===== src/rtl/irq_pkg.sv =====
// Shared definitions for the interrupt controller: bus register map, FSM states
// and helpers that size the internal registers for the configured source count.
package irq_pkg;

    localparam logic [23:0] IRQ_PRIO0 = 24'h002020;
    localparam logic [23:0] IRQ_PRIO1 = 24'h002021;
    localparam logic [23:0] IRQ_EN0   = 24'h002023;
    localparam logic [23:0] IRQ_EN1   = 24'h002024;
    localparam logic [23:0] IRQ_EN2   = 24'h002025;
    localparam logic [23:0] IRQ_EN3   = 24'h002026;
    localparam logic [23:0] IRQ_FLAG0 = 24'h002027;
    localparam logic [23:0] IRQ_FLAG1 = 24'h002028;
    localparam logic [23:0] IRQ_FLAG2 = 24'h002029;
    localparam logic [23:0] IRQ_FLAG3 = 24'h00202A;

    localparam int MAX_SOURCES = 32;
    localparam int MAX_GROUPS  = 8;

    typedef enum logic [1:0] {
        IDLE = 2'd0,
        REQ  = 2'd1,
        ACK  = 2'd2
    } fsm_state_t;

    function automatic int num_groups(input int num_sources);
        return num_sources / 4;
    endfunction

    // Registers are always held at full width; bits of absent sources stay zero.
    function automatic logic [31:0] source_mask(input int num_sources);
        logic [31:0] m;
        m = '0;
        for (int i = 0; i < MAX_SOURCES; i++)
            if (i < num_sources) m[i] = 1'b1;
        return m;
    endfunction

    function automatic logic [15:0] prio_mask(input int groups);
        logic [15:0] m;
        m = '0;
        for (int g = 0; g < MAX_GROUPS; g++)
            if (g < groups) m[2*g +: 2] = 2'b11;
        return m;
    endfunction

endpackage


===== src/rtl/irq_controller_arbiter.sv =====
// Combinational priority arbiter: highest group priority above cpu_mask wins,
// lowest source index breaks ties.
module irq_arbiter
    import irq_pkg::*;
(
    input  logic [MAX_SOURCES-1:0]  flags,
    input  logic [MAX_SOURCES-1:0]  enables,
    input  logic [2*MAX_GROUPS-1:0] prio,
    input  logic [1:0]              cpu_mask,
    output logic [4:0]              win_index,
    output logic [1:0]              win_level,
    output logic                    win_valid
);

    logic [1:0] src_level;

    // Ascending scan with a strict compare keeps the lowest index on a tie.
    always_comb begin
        win_index = '0;
        win_level = '0;
        win_valid = 1'b0;
        src_level = '0;
        for (int i = 0; i < MAX_SOURCES; i++) begin
            src_level = prio[2*(i/4) +: 2];
            if (flags[i] && enables[i] && (src_level > cpu_mask) &&
                (!win_valid || (src_level > win_level))) begin
                win_valid = 1'b1;
                win_level = src_level;
                win_index = 5'(i);
            end
        end
    end

endmodule


===== src/rtl/irq_controller.sv =====
// Interrupt controller top: bus-visible priority/enable/flag registers, a registered
// arbitration stage and the request/acknowledge handshake towards the CPU.
module irq_controller
    import irq_pkg::*;
#(
    parameter int NUM_SOURCES = 32,
    parameter int VECTOR_BASE = 3
) (
    input  logic                   clk,
    input  logic                   reset,
    input  logic                   bus_write,
    input  logic                   bus_read,
    input  logic [23:0]            bus_address_in,
    input  logic [7:0]             bus_data_in,
    output logic [7:0]             bus_data_out,
    input  logic [NUM_SOURCES-1:0] irq_in,
    input  logic [1:0]             cpu_mask,
    input  logic                   cpu_irq_ack,
    output logic                   irq_req,
    output logic [5:0]             irq_vector,
    output logic [1:0]             irq_level
);

    localparam logic [31:0] SRC_MASK  = source_mask(NUM_SOURCES);
    localparam logic [15:0] PRIO_MASK = prio_mask(num_groups(NUM_SOURCES));

    logic [15:0] prio_q, prio_next;
    logic [31:0] enable_q, enable_next;
    logic [31:0] flag_q, flag_clear, irq_ext;
    logic [4:0]  win_index, win_index_q;
    logic [1:0]  win_level, win_level_q;
    logic        win_valid, win_valid_q;
    fsm_state_t  state;
    logic [4:0]  src_q;
    logic [1:0]  src_prio;
    logic        src_eligible;

    assign irq_ext = 32'(irq_in);

    always_comb begin
        prio_next   = prio_q;
        enable_next = enable_q;
        flag_clear  = '0;
        if (bus_write) begin
            case (bus_address_in)
                IRQ_PRIO0: prio_next[7:0]    = bus_data_in;
                IRQ_PRIO1: prio_next[15:8]   = bus_data_in;
                IRQ_EN0:   enable_next[7:0]  = bus_data_in;
                IRQ_EN1:   enable_next[15:8] = bus_data_in;
                IRQ_EN2:   enable_next[23:16] = bus_data_in;
                IRQ_EN3:   enable_next[31:24] = bus_data_in;
                IRQ_FLAG0: flag_clear[7:0]   = bus_data_in;
                IRQ_FLAG1: flag_clear[15:8]  = bus_data_in;
                IRQ_FLAG2: flag_clear[23:16] = bus_data_in;
                IRQ_FLAG3: flag_clear[31:24] = bus_data_in;
                default: ;
            endcase
        end
    end

    // New pulses are ORed in after the clear so a colliding set wins.
    always_ff @(posedge clk) begin
        if (reset) begin
            prio_q   <= '0;
            enable_q <= '0;
            flag_q   <= '0;
        end else begin
            prio_q   <= prio_next & PRIO_MASK;
            enable_q <= enable_next & SRC_MASK;
            flag_q   <= ((flag_q & ~flag_clear) | irq_ext) & SRC_MASK;
        end
    end

    always_comb begin
        bus_data_out = '0;
        if (bus_read) begin
            case (bus_address_in)
                IRQ_PRIO0: bus_data_out = prio_q[7:0];
                IRQ_PRIO1: bus_data_out = prio_q[15:8];
                IRQ_EN0:   bus_data_out = enable_q[7:0];
                IRQ_EN1:   bus_data_out = enable_q[15:8];
                IRQ_EN2:   bus_data_out = enable_q[23:16];
                IRQ_EN3:   bus_data_out = enable_q[31:24];
                IRQ_FLAG0: bus_data_out = flag_q[7:0];
                IRQ_FLAG1: bus_data_out = flag_q[15:8];
                IRQ_FLAG2: bus_data_out = flag_q[23:16];
                IRQ_FLAG3: bus_data_out = flag_q[31:24];
                default:   bus_data_out = '0;
            endcase
        end
    end

    irq_arbiter u_arbiter (
        .flags     (flag_q),
        .enables   (enable_q),
        .prio      (prio_q),
        .cpu_mask  (cpu_mask),
        .win_index (win_index),
        .win_level (win_level),
        .win_valid (win_valid)
    );

    always_ff @(posedge clk) begin
        if (reset) begin
            win_index_q <= '0;
            win_level_q <= '0;
            win_valid_q <= 1'b0;
        end else begin
            win_index_q <= win_index;
            win_level_q <= win_level;
            win_valid_q <= win_valid;
        end
    end

    // Live eligibility of the source currently being presented, used for withdrawal.
    assign src_prio     = prio_q[{src_q[4:2], 1'b0} +: 2];
    assign src_eligible = flag_q[src_q] & enable_q[src_q] & (src_prio > cpu_mask);

    always_ff @(posedge clk) begin
        if (reset) begin
            state      <= IDLE;
            irq_req    <= 1'b0;
            irq_vector <= '0;
            irq_level  <= '0;
            src_q      <= '0;
        end else begin
            case (state)
                IDLE: begin
                    if (win_valid_q) begin
                        state      <= REQ;
                        irq_req    <= 1'b1;
                        irq_vector <= 6'(VECTOR_BASE) + {1'b0, win_index_q};
                        irq_level  <= win_level_q;
                        src_q      <= win_index_q;
                    end
                end
                REQ: begin
                    if (cpu_irq_ack) begin
                        state   <= ACK;
                        irq_req <= 1'b0;
                    end else if (!src_eligible) begin
                        state   <= IDLE;
                        irq_req <= 1'b0;
                    end
                end
                ACK: begin
                    state <= IDLE;
                end
                default: begin
                    state   <= IDLE;
                    irq_req <= 1'b0;
                end
            endcase
        end
    end

endmodule

===== config.mk =====
export PLATFORM = sky130hd
export DESIGN_NAME = irq_controller
export DESIGN_NICKNAME = d
export VERILOG_FILES = /design/src/rtl/irq_pkg.sv /design/src/rtl/irq_controller_arbiter.sv /design/src/rtl/irq_controller.sv
export SDC_FILE = /design/constraint.sdc
export NUM_CORES = 1
export LEC_CHECK = 0
export BUFFER_PORTS_ARGS = -buffer_cell sky130_fd_sc_hd__buf_2
export CAP_MARGIN = 10
export CORE_UTILIZATION = 65
export CTS_BUF_LIST = sky130_fd_sc_hd__clkbuf_4 sky130_fd_sc_hd__clkbuf_8 sky130_fd_sc_hd__clkbuf_16
export CTS_CLUSTER_DIAMETER = 150
export DETAILED_ROUTE_END_ITERATION = 7
export GPL_TIMING_DRIVEN = 0
export HOLD_SLACK_MARGIN = 0.12
export PLACE_DENSITY = 0.86
export SLEW_MARGIN = 20
export SYNTH_ARGS = -nofsm -noshare
export SYNTH_HDL_FRONTEND = slang
export SYNTH_HIERARCHICAL = 1
export SYNTH_SLANG_ARGS = --single-unit

===== constraint.sdc =====
create_clock -name clk -period 94.1 [get_ports clk]
set_input_delay 28.23 -clock clk [delete_from_list [all_inputs] [get_ports clk]]
set_output_delay 28.23 -clock clk [all_outputs]
set_load 0.02 [all_outputs]

Word-level counts from Yosys, hierarchy flattened. Index checks and enable logic that the tools add are counted. Widths: inputs -> output; s select.

Add/sub/neg operators: 1. $lt $le $gt $ge: 41. Eq/ne operators: 14. Shift operators: 1. Multiplexer cells: 114. Bitwise operators: 6. Reduce and logical (&&, ||, !) cells: 167.

Operator list (number): $eq 24x14->1 const B (10); $logic_and 1x1->1 (95); $gt 2x2->1 (40); $mux 5 (16); $pmux 8 s10 (1); $mux 2 (37); $mux 8 (5); $mux 1 (38); $and 32x32->32 (1); $mux 32 (1); $mux 4 (8); $not 32->32 (1); $or 32x32->32 (1); $logic_not 1->1 (31); $logic_or 1x1->1 (31); $reduce_and 2->1 (8); $shiftx 16x5->2 (1); $mux 3 (4); $bmux 1 s5 (2); $add 2x5->6 const A (1); $lt 5x6->1 const B (1); $pmux 2 s2 (1); $ne 3x3->1 const B (1); $pmux 1 s3 (1); 7 further kinds (8).

Register bits after elaboration: 104. Output and inout port bits: 17. Word-level logic and storage cells: 359.

Depth between registers and ports, before layout. Gate-level depths: netlist of the first run.

Depth in word-level cells: 127. Mapped depth: 194. Gate-level depth less buffers: 194.

Hierarchy. The synthesis of the first run kept the hierarchy.

Modules (own cells, without submodules): irq_controller (times used 1, cells an instance 614, area each 5330.1 um^2, seq. area each 2082.0 um^2); irq_arbiter (times used 1, cells an instance 565, area each 3792.4 um^2, seq. area each 0.0 um^2).

Least setup slack after synthesis of the first run. OpenSTA, ideal clock, no wires.

Path kind: input-to-reg. Start point: input port cpu_mask[1]. End point: register win_level_q[0]. Setup time: 114 ps. Arrival time: 62135 ps. Required time: 93986 ps. Slack: 31851 ps. Cell stages on the path: 183. Path buffers: 0. Cell sequence: inv_1 ha_1 and2_1 a221o_1 nor2_1 ha_1 nor2_1 maj3_1 o21ai_0 o21ai_0 ha_1 nor2_1 maj3_1 o221ai_1 mux2_2 ha_1 maj3_1 a22o_1 [147 not listed] nand2_1 and2_1 mux2_2 ha_1 a21oi_1 nor2_1 nor3_1 inv_1 nand3_1 mux2_2 ha_1 a21oi_1 a21oi_1 nor3_1 a211oi_1 nand2_1 mux2_2 nor2b_1.

Cells in the longest elaborated chain, start to end: 127. Elaborated cells on any way between the ends: 227. Classes of those cells: 39 x order compare; 63 x mux; 125 x reduce/logical.

Ends and longest elaborated chain: from (decl) (line irq_controller.sv:17) `input logic [1:0] cpu_mask,`; $gt 2x2->1 (line irq_controller_arbiter.sv:25) `if (flags[i] && enables[i] && (src_level > cpu_mask) &&`; $logic_and 1x1->1 (line irq_controller_arbiter.sv:25); $mux 2 / $mux 1 (equally long branches) (line irq_controller_arbiter.sv:25); $gt 2x2->1 / $logic_not 1->1 (equally long branches) (line irq_controller_arbiter.sv:26) `(!win_valid || (src_level > win_level))) begin`; $logic_or 1x1->1 (line irq_controller_arbiter.sv:26); $logic_and 1x1->1 (line irq_controller_arbiter.sv:25); $mux 2 / $mux 1 (equally long branches) (line irq_controller_arbiter.sv:25); $gt 2x2->1 / $logic_not 1->1 (equally long branches) (line irq_controller_arbiter.sv:26); [112 not listed]; $logic_or 1x1->1 (line irq_controller_arbiter.sv:26); $logic_and 1x1->1 (line irq_controller_arbiter.sv:25); $mux 2 / $mux 1 (equally long branches) (line irq_controller_arbiter.sv:25); $gt 2x2->1 / $logic_not 1->1 (equally long branches) (line irq_controller_arbiter.sv:26); $logic_or 1x1->1 (line irq_controller_arbiter.sv:26); $logic_and 1x1->1 (line irq_controller_arbiter.sv:25); $mux 2 (*) (line irq_controller_arbiter.sv:25); named net win_level[0] (line irq_controller.sv:31) `logic [1:0] win_level, win_level_q;`; to (signal assigned) (line irq_controller.sv:110) `win_level_q <= win_level;`; to (decl) (line irq_controller.sv:31).

The timed path passes the listed nets; every way through them passes the cells marked *. A chain may end at the register's enable or synchronous reset.

Final worst setup path of the first run.
Start point: input port cpu_mask[1]. End point: register win_level_q[1].

Same word-level chain as after synthesis.

==> results of run 1 <==
power by group through the flow:
stage	registers (uW)	logic, uW	clock network [uW]
finish	47.0	9.08	37.5
global route	46.9	9.79	39.1
CTS	46.7	8.79	37.2
detailed placement	47.8	8.75	0
global placement	47.7	8.59	0
floorplan	46.7	4.89	0
sequential cells by signal, summed over array words and instances (netlist names):
register and flops:
enable_q 32, flag_q 32, irq_level 2, irq_req 1, irq_vector 6, prio_q 16
src_q 5, state 2, win_index_q 5, win_level_q 2, win_valid_q 1
Yosys cell counts, drive strengths merged (5+ instances only):
cell type and number:
buf 15, a211oi 15, nand2b 8, maj3 7, and4 5, a21oi 91
inv 71, o21a 5, o31ai 6, a311oi 7, mux2 23, or3 10
o2111ai 8, a22o 7, nand3 46, nor2b 23, ha 52, nand3b 9
o21ai 92, o211ai 17, mux2i 60, clkbuf 29, dfxtp 104, nand2 127
nor4 9, a221oi 7, and3 20, nor3 19, nor2 133, a21o 7
nand4 11, a211o 8, o221ai 5, and2 11, a22oi 16, a31oi 16
final cells by class:
type | count | area share, %
Tap cell | 176 | 2.19
Clock inverter | 7 | 0.721
Timing Repair Buffer | 84 | 4.18
Multi-Input combinational cell | 958 | 64.8
Clock buffer | 9 | 2.24
Buffer | 45 | 2.46
Sequential cell | 104 | 20.7
Inverter | 72 | 2.69
logic make-up after synthesis:
logic type	count (synthesis)	synth area share (%)
AOI/OAI and AO/OA	355	27.1
xor gates and xnor gates	2	0.192
adders and majority gates	59	7.91
buffers and inverters	117	5.68
DFF	104	22.8
muxes	87	10.5
and+or+nand+nor	455	25.8
worst max path at each step:
stage                 from             end  slack, ns  cells after the start
3_3_place_gp   cpu_mask[1]  win_level_q[1]      27.94                    185
3_5_place_dp   cpu_mask[1]  win_level_q[1]      27.17                    184
6_report       cpu_mask[1]  win_level_q[1]      26.81                    187
5_1_grt        cpu_mask[1]  win_level_q[1]      24.12                    188
2_1_floorplan  cpu_mask[1]  win_level_q[0]      31.85                    183
4_1_cts        cpu_mask[1]  win_level_q[1]      27.39                    186
routing by layer:
layer	vias up	global-route usage [%]	wire [um]
li1	4582	-	-
met1	4567	57.4	12600
met2	669	64.3	12800
met3	145	8.92	3790
met4	0	20.0	1750
met5	-	0	0
metrics by stage:
| stage | cell area [sq um] | hold slack (ns) |
|---|---|---|
| 2_1_floorplan | 9120 | 0.415 |
| 3_5_place_dp | 9760 | 0.440 |
| 6_report | 10100 | 0.439 |
| 4_1_cts | 10100 | 0.446 |
| 5_1_grt | 10100 | 0.484 |
| 3_3_place_gp | 9760 | 0.428 |
worst max-delay path, delay by kind of cell:
kind / cells / cell delay, ns
AO/OA/AOI/OAI: 69 / 12.72
adder cells (fa/ha/maj): 34 / 9.74
multiplexers: 18 / 6.46
buffers and inverters: 5 / 0.67
AND/OR/NAND/NOR: 61 / 9.67
==> run metrics, run 1 <==
DPL Wire Length=23.9 mm; logic gate share of total power=9.7%; core area=0.0135 sq mm; Worst Setup End Kind=register; cell mode on critical path=nor2_1; Worst Skew=0.0118 ns; Synth area leaders=dfxtp_1, ha_1, mux2i_1; final wirelength=30.9 mm; Final Hold Violating Endpoints=0; Worst Tran Pin Value=0.850 ns; Fillers=1148; final period utilization=71.5%; share of the synthesized area in the top cell type=22.8%; Internal=67.0 uW; GRT Overall Usage=42.5%; CP max FO=10; DP Worst Slack=27.17 ns; LEAKAGE=0.00403 uW; DRC Markers=0; Initial Util=67.8%; total power draw=93.5 uW; cells on worst reg2reg path=184; Sw Share=28.3%; vias per cell=6.85; Clock transition at path regs=0.08 ns; Pre-antenna DRT Iters=6; hold buffer count at cts=0; syn nets=1302; sequential share of power=50.2%; Hold Path Cell Cnt=2; initial antenna violation count=0; TNS Setup=0 ns; final setup margin=26.81 ns; Die ar.=0.0145 sq mm; register area share after synthesis=22.8%; synthesis-to-finish area growth=10.3%; area of the multi-input gates=0.00652 sq mm; share of post-route cells with drive strength above 1=15.4%; Final setup violation count=0; Yosys top cell by area=dfxtp_1; Max Slew Vio Count=0; # resized after CTS=0; Netlist Area Pre-Place=0.00912 sq mm; NetSw=26.5 uW; RSZ-0062 raised after global routing=no; most frequent cells in the layout=nor2_1, nand2_1, dfxtp_1, buf_2, a21oi_1; Die X=120 um; Synth Register Bits=104; relative slew slack=42.9%; Post-synth EDFFs=0; post-CTS setup buffer count=0; CTS tree=done; syn_area_per_cell=7.74 sq um; CP required=94.36 ns; Top FF cell, synth=dfxtp_1; clock power share=40.1%; leading cell type in the layout, fill and taps excluded=nor2_1; Slowest-stage cell, CP=mux2_2; TritonCTS buffer count=9; root buffer cell=clkbuf_16; CTS H-Tree Depth=3; Post-synth ARST share=0%; largest net degree at the start of global routing=21; vias=9963; Worst setup SP type=input pin; number of global-route vias before repair=8949; final core utilization=74.8%; DR WL/cell=21.2 um; Port Buffers=84; Max Fclk=0.0149 GHz; Site Rows=42; Worst Path Arrival=67.55 ns; # IOs=88; total grt overflow=0; placer congestion estimate=1.08; Non-Filler Instances=1455; Worst R2R Setup Slack=54.39 ns; peak supply drop=10.9 uV; DRT antenna net count=0; n_diodes=0; Clock Sinks=104; Worst Setup Path Type=in -> reg; PD cells=9.29 mW/mm^2; Seq. cell area=0.00208 sq mm; nets@finish=1397; Clock Path Buffers=2; clock insertion delay at the later pin of the skew report=0.36 ns; # Max-Cap Violations=0; worst r2r src=flag_q[0]; Die H=120 um; run status=complete, no violations; Post-Synthesis Cells=1179; initial DRC count=1313; hold path start=win_level_q[0]; first-pass GRT wire length=47.5 mm; Yosys warnings=6; WHS Endpoint=irq_level[0]; reg-to-reg endpoint=win_level_q[1]; CP max stage delay=0.43 ns; Unique masters post-synth=116; worst min-delay path category=reg -> reg; minimum clock period=67.29 ns; Cells after DPL=1439
Power figures use the tool's default switching activity.
==> run 2, diff against run 1 <==
- ABC_AREA: default -> 1
- CORE_UTILIZATION: 65 -> 55
- PLACE_DENSITY: 0.86 -> 0.78
- clock period: 94.1 -> 57.2 ns (I/O delays scaled with it)
==> run 2 against run 1 <==
Against the previous run:
- clock skew up 0.00059 ns
- critical path depth up 14
- synthesized area down 3.1%
- clock power up 69%
- worst setup slack worse by 13 ns
- synthesized cell count up 20%
- power up 62%
- register-to-register slack worse by 24 ns
- first-iteration DRC count down 35%
- routed wire length down 8.9%
- largest cell class unchanged
- largest power group unchanged
==> run metrics, run 2 <==
Final Hold Violating Endpoints=0 (unchanged); Max Fclk=0.0229 GHz; # resized after CTS=0 (unchanged); peak supply drop=18.8 uV (+71%); Die X=129 um (+6.9%); cells on worst reg2reg path=199 (+8.2%); TNS Setup=0 ns (unchanged); initial antenna violation count=0 (unchanged); xor and xnor area share after synthesis=0.297% (+0.11 points); Port Buffers=85 (+1.2%); GRT Overall Usage=34.9% (-7.6 points); Initial Util=57.3% (-11 points); # Max-Cap Violations=0 (unchanged); Simple-Gate Fraction of Synth Area=41.0% (+15 points); Post-synth EDFFs=0 (unchanged); TritonCTS buffer count=9 (unchanged); root buffer cell=clkbuf_16; DRT antenna net count=0 (unchanged); Synth area leaders=dfxtp_1, nand2_1, nand3_1; Post-Synthesis Cells=1418 (+20%); Final setup violation count=0 (unchanged); vias=9500 (-4.6%); Worst Path Arrival=43.95 ns (-23.60 ns); clock insertion delay at the later pin of the skew report=0.36 ns (about the same); final period utilization=76.4%; Die ar.=0.0166 sq mm (+14%); hold path start=irq_level[1]; placer congestion estimate=1.04 (-3.7%); Worst Setup End Kind=register; Site Rows=45 (+7.1%); CTS tree=done; minimum clock period=43.72 ns; post-synthesis mux area share=0% (-10 points); biggest regs=enable_q (32), flag_q (32), prio_q (16); Pre-antenna DRT Iters=6 (unchanged); CP max stage delay=0.31 ns (-0.12 ns); hold buffer count at cts=0 (unchanged); nets@finish=1637 (+17%); core area=0.0154 sq mm (+15%); Post-synth ARST share=0% (unchanged); LEAKAGE=0.00504 uW (+25%); largest family of logic cells by synthesized area=simple AND/OR/NAND/NOR gates; DR WL/cell=16.3 um (-23%); share of the synthesized area in the top cell type=23.6% (+0.73 points); post-CTS setup buffer count=0 (unchanged); Unique masters post-synth=48 (-59%); WHS Endpoint=irq_level[1]; Worst setup SP type=input pin; Clock Path Buffers=2 (unchanged); Synth Register Bits=104 (unchanged); syn nets=1541 (+18%); CP required=57.43 ns (-36.93 ns); most frequent cells in the layout=nand2_1, inv_1, nand3_1, nor2_1, o21ai_0; cell mode on critical path=nand2_1; Worst Tran Pin Value=0.806 ns (-0.0444 ns); run status=complete, no violations; final wirelength=28.1 mm (-8.9%); Worst R2R Setup Slack=30.17 ns (-24.22 ns); Slowest-stage cell, CP=ha_1; DRC Markers=0 (unchanged); reg-to-reg endpoint=win_index_q[4]; top post-synthesis cells by count=nand2_1, inv_1, nand3_1; hold slack=0.482 ns (+0.0430 ns); register area share after synthesis=23.6% (+0.73 points); worst min-delay path category=reg -> reg; CTS H-Tree Depth=3 (unchanged); CP max FO=9 (-1); Top FF cell, synth=dfxtp_1; vias per cell=5.49 (-20%); Max Slew Vio Count=0 (unchanged); largest net degree at the start of global routing=23 (+9.5%); relative slew slack=46.3% (+3.4 points); first-pass GRT wire length=44.1 mm (-7.3%); PD cells=15.4 mW/mm^2 (+66%); leading cell type in the layout, fill and taps excluded=nand2_1; Yosys warnings=6 (unchanged); RSZ-0062 raised after global routing=no; syn_area_per_cell=6.23 sq um (-19%); Hold Path Cell Cnt=2 (unchanged); synthesis-to-finish area growth=11.4%; number of global-route vias before repair=8456 (-5.5%); top-count cell post-synth=nand2_1; Netlist Area Pre-Place=0.00884 sq mm (-3.1%); Worst Skew=0.0124 ns (+0.000591 ns); n_diodes=0 (unchanged); Worst Setup Path Type=in -> reg; total grt overflow=0 (unchanged); Clock Sinks=104 (unchanged); Yosys top cell by area=dfxtp_1; Synth Area in Adders=7.36% (-0.55 points); share of post-route cells with drive strength above 1=16.5% (+1.1 points); Synth Area in Compound Gates=16.2% (-11 points); initial DRC count=858 (-35%); # IOs=88 (unchanged); Clock transition at path regs=0.08 ns (about the same); DPL Wire Length=22.8 mm (-4.8%); Die H=129 um (+6.9%); worst r2r src=prio_q[0]
[run 2: cell count changes in the layout (fill, tap and decap cells not counted), moves of 36 or more]
cell and delta:
nand2_1 +169, inv_1 +144, nand3_1 +129, mux2i_1 -60, nand2_2 +54, nor2_1 +39
o21ai_0 +36
[run 2: area by class of cell]
| cell class | instances | area (sq um) |
|---|---|---|
| Multi-Input combinational cell | 1058 | 5740 |
| Fill cell | 1571 | 5580 |
| Sequential cell | 104 | 2080 |
| Inverter | 222 | 835 |
| Timing Repair Buffer | 85 | 425 |
| Tap cell | 211 | 264 |
| Clock buffer | 9 | 225 |
| Buffer | 34 | 185 |
| Clock inverter | 7 | 91.3 |
[run 2: routing by layer]
layer / GRT usage [%] / routed length (um) / vias up
li1: - / - / 4788
met1: 47.5 / 12500 / 4193
met2: 54.5 / 12000 / 453
met3: 6.65 / 2670 / 66
met4: 13.3 / 893 / 0
met5: 0 / 0 / -
[run 2: report_power, final]
part	leakage, uW	switching [uW]	internal, uW	total, uW
Sequential	0.000848	2.88	74.0	76.8
Combinational	0.00404	7.82	3.73	11.6
Clock	0.000152	31.8	31.5	63.4
Total	0.00504	42.5	109	152
[run 2: worst max path at each step]
stage / start / to / slack (ns) / cells after the start
after global placement: cpu_mask[1] / win_index_q[4] / 13.67 / 199
final: cpu_mask[1] / win_index_q[4] / 13.48 / 201
after detailed placement: cpu_mask[1] / win_index_q[4] / 13.17 / 201
after CTS: cpu_mask[1] / win_index_q[4] / 13.50 / 201
after global routing: cpu_mask[1] / win_index_q[3] / 10.46 / 204
after floorplan: cpu_mask[1] / win_index_q[3] / 16.37 / 198
[run 2: kinds of logic (layout without fill, tap and decap cells)]
kind of cell	count (synthesis)	in the layout
adders and majority gates	52	52
xor gates and xnor gates	3	3
AOI/OAI and AO/OA	241	241
and+or+nand+nor	762	762
buffers and inverters	256	357
DFF	104	104
[run 2: critical path, delay by kind of cell]
family | cells | cell delay, ns
AOI/OAI and AO/OA | 33 | 6.87
adders and majority gates | 29 | 8.10
buffers and inverters | 15 | 1.43
and+or+nand+nor | 124 | 10.33
[run 2: stage by stage]
| stage | util [%] | setup WS (ns) | power [uW] | std cells | cell area, sq um |
|---|---|---|---|---|---|
| detailed placement | 61.8 | 13.17 | 89.6 | 1714 | 9530 |
| global route | 63.8 | 10.46 | 156 | 1730 | 9840 |
| finish | 63.8 | 13.48 | 152 | 1730 | 9840 |
| floorplan | - | 16.37 | 82.8 | 1418 | 8840 |
| CTS | 63.8 | 13.50 | 151 | 1730 | 9840 |
| global placement | 61.8 | 13.67 | 89.3 | 1714 | 9530 |
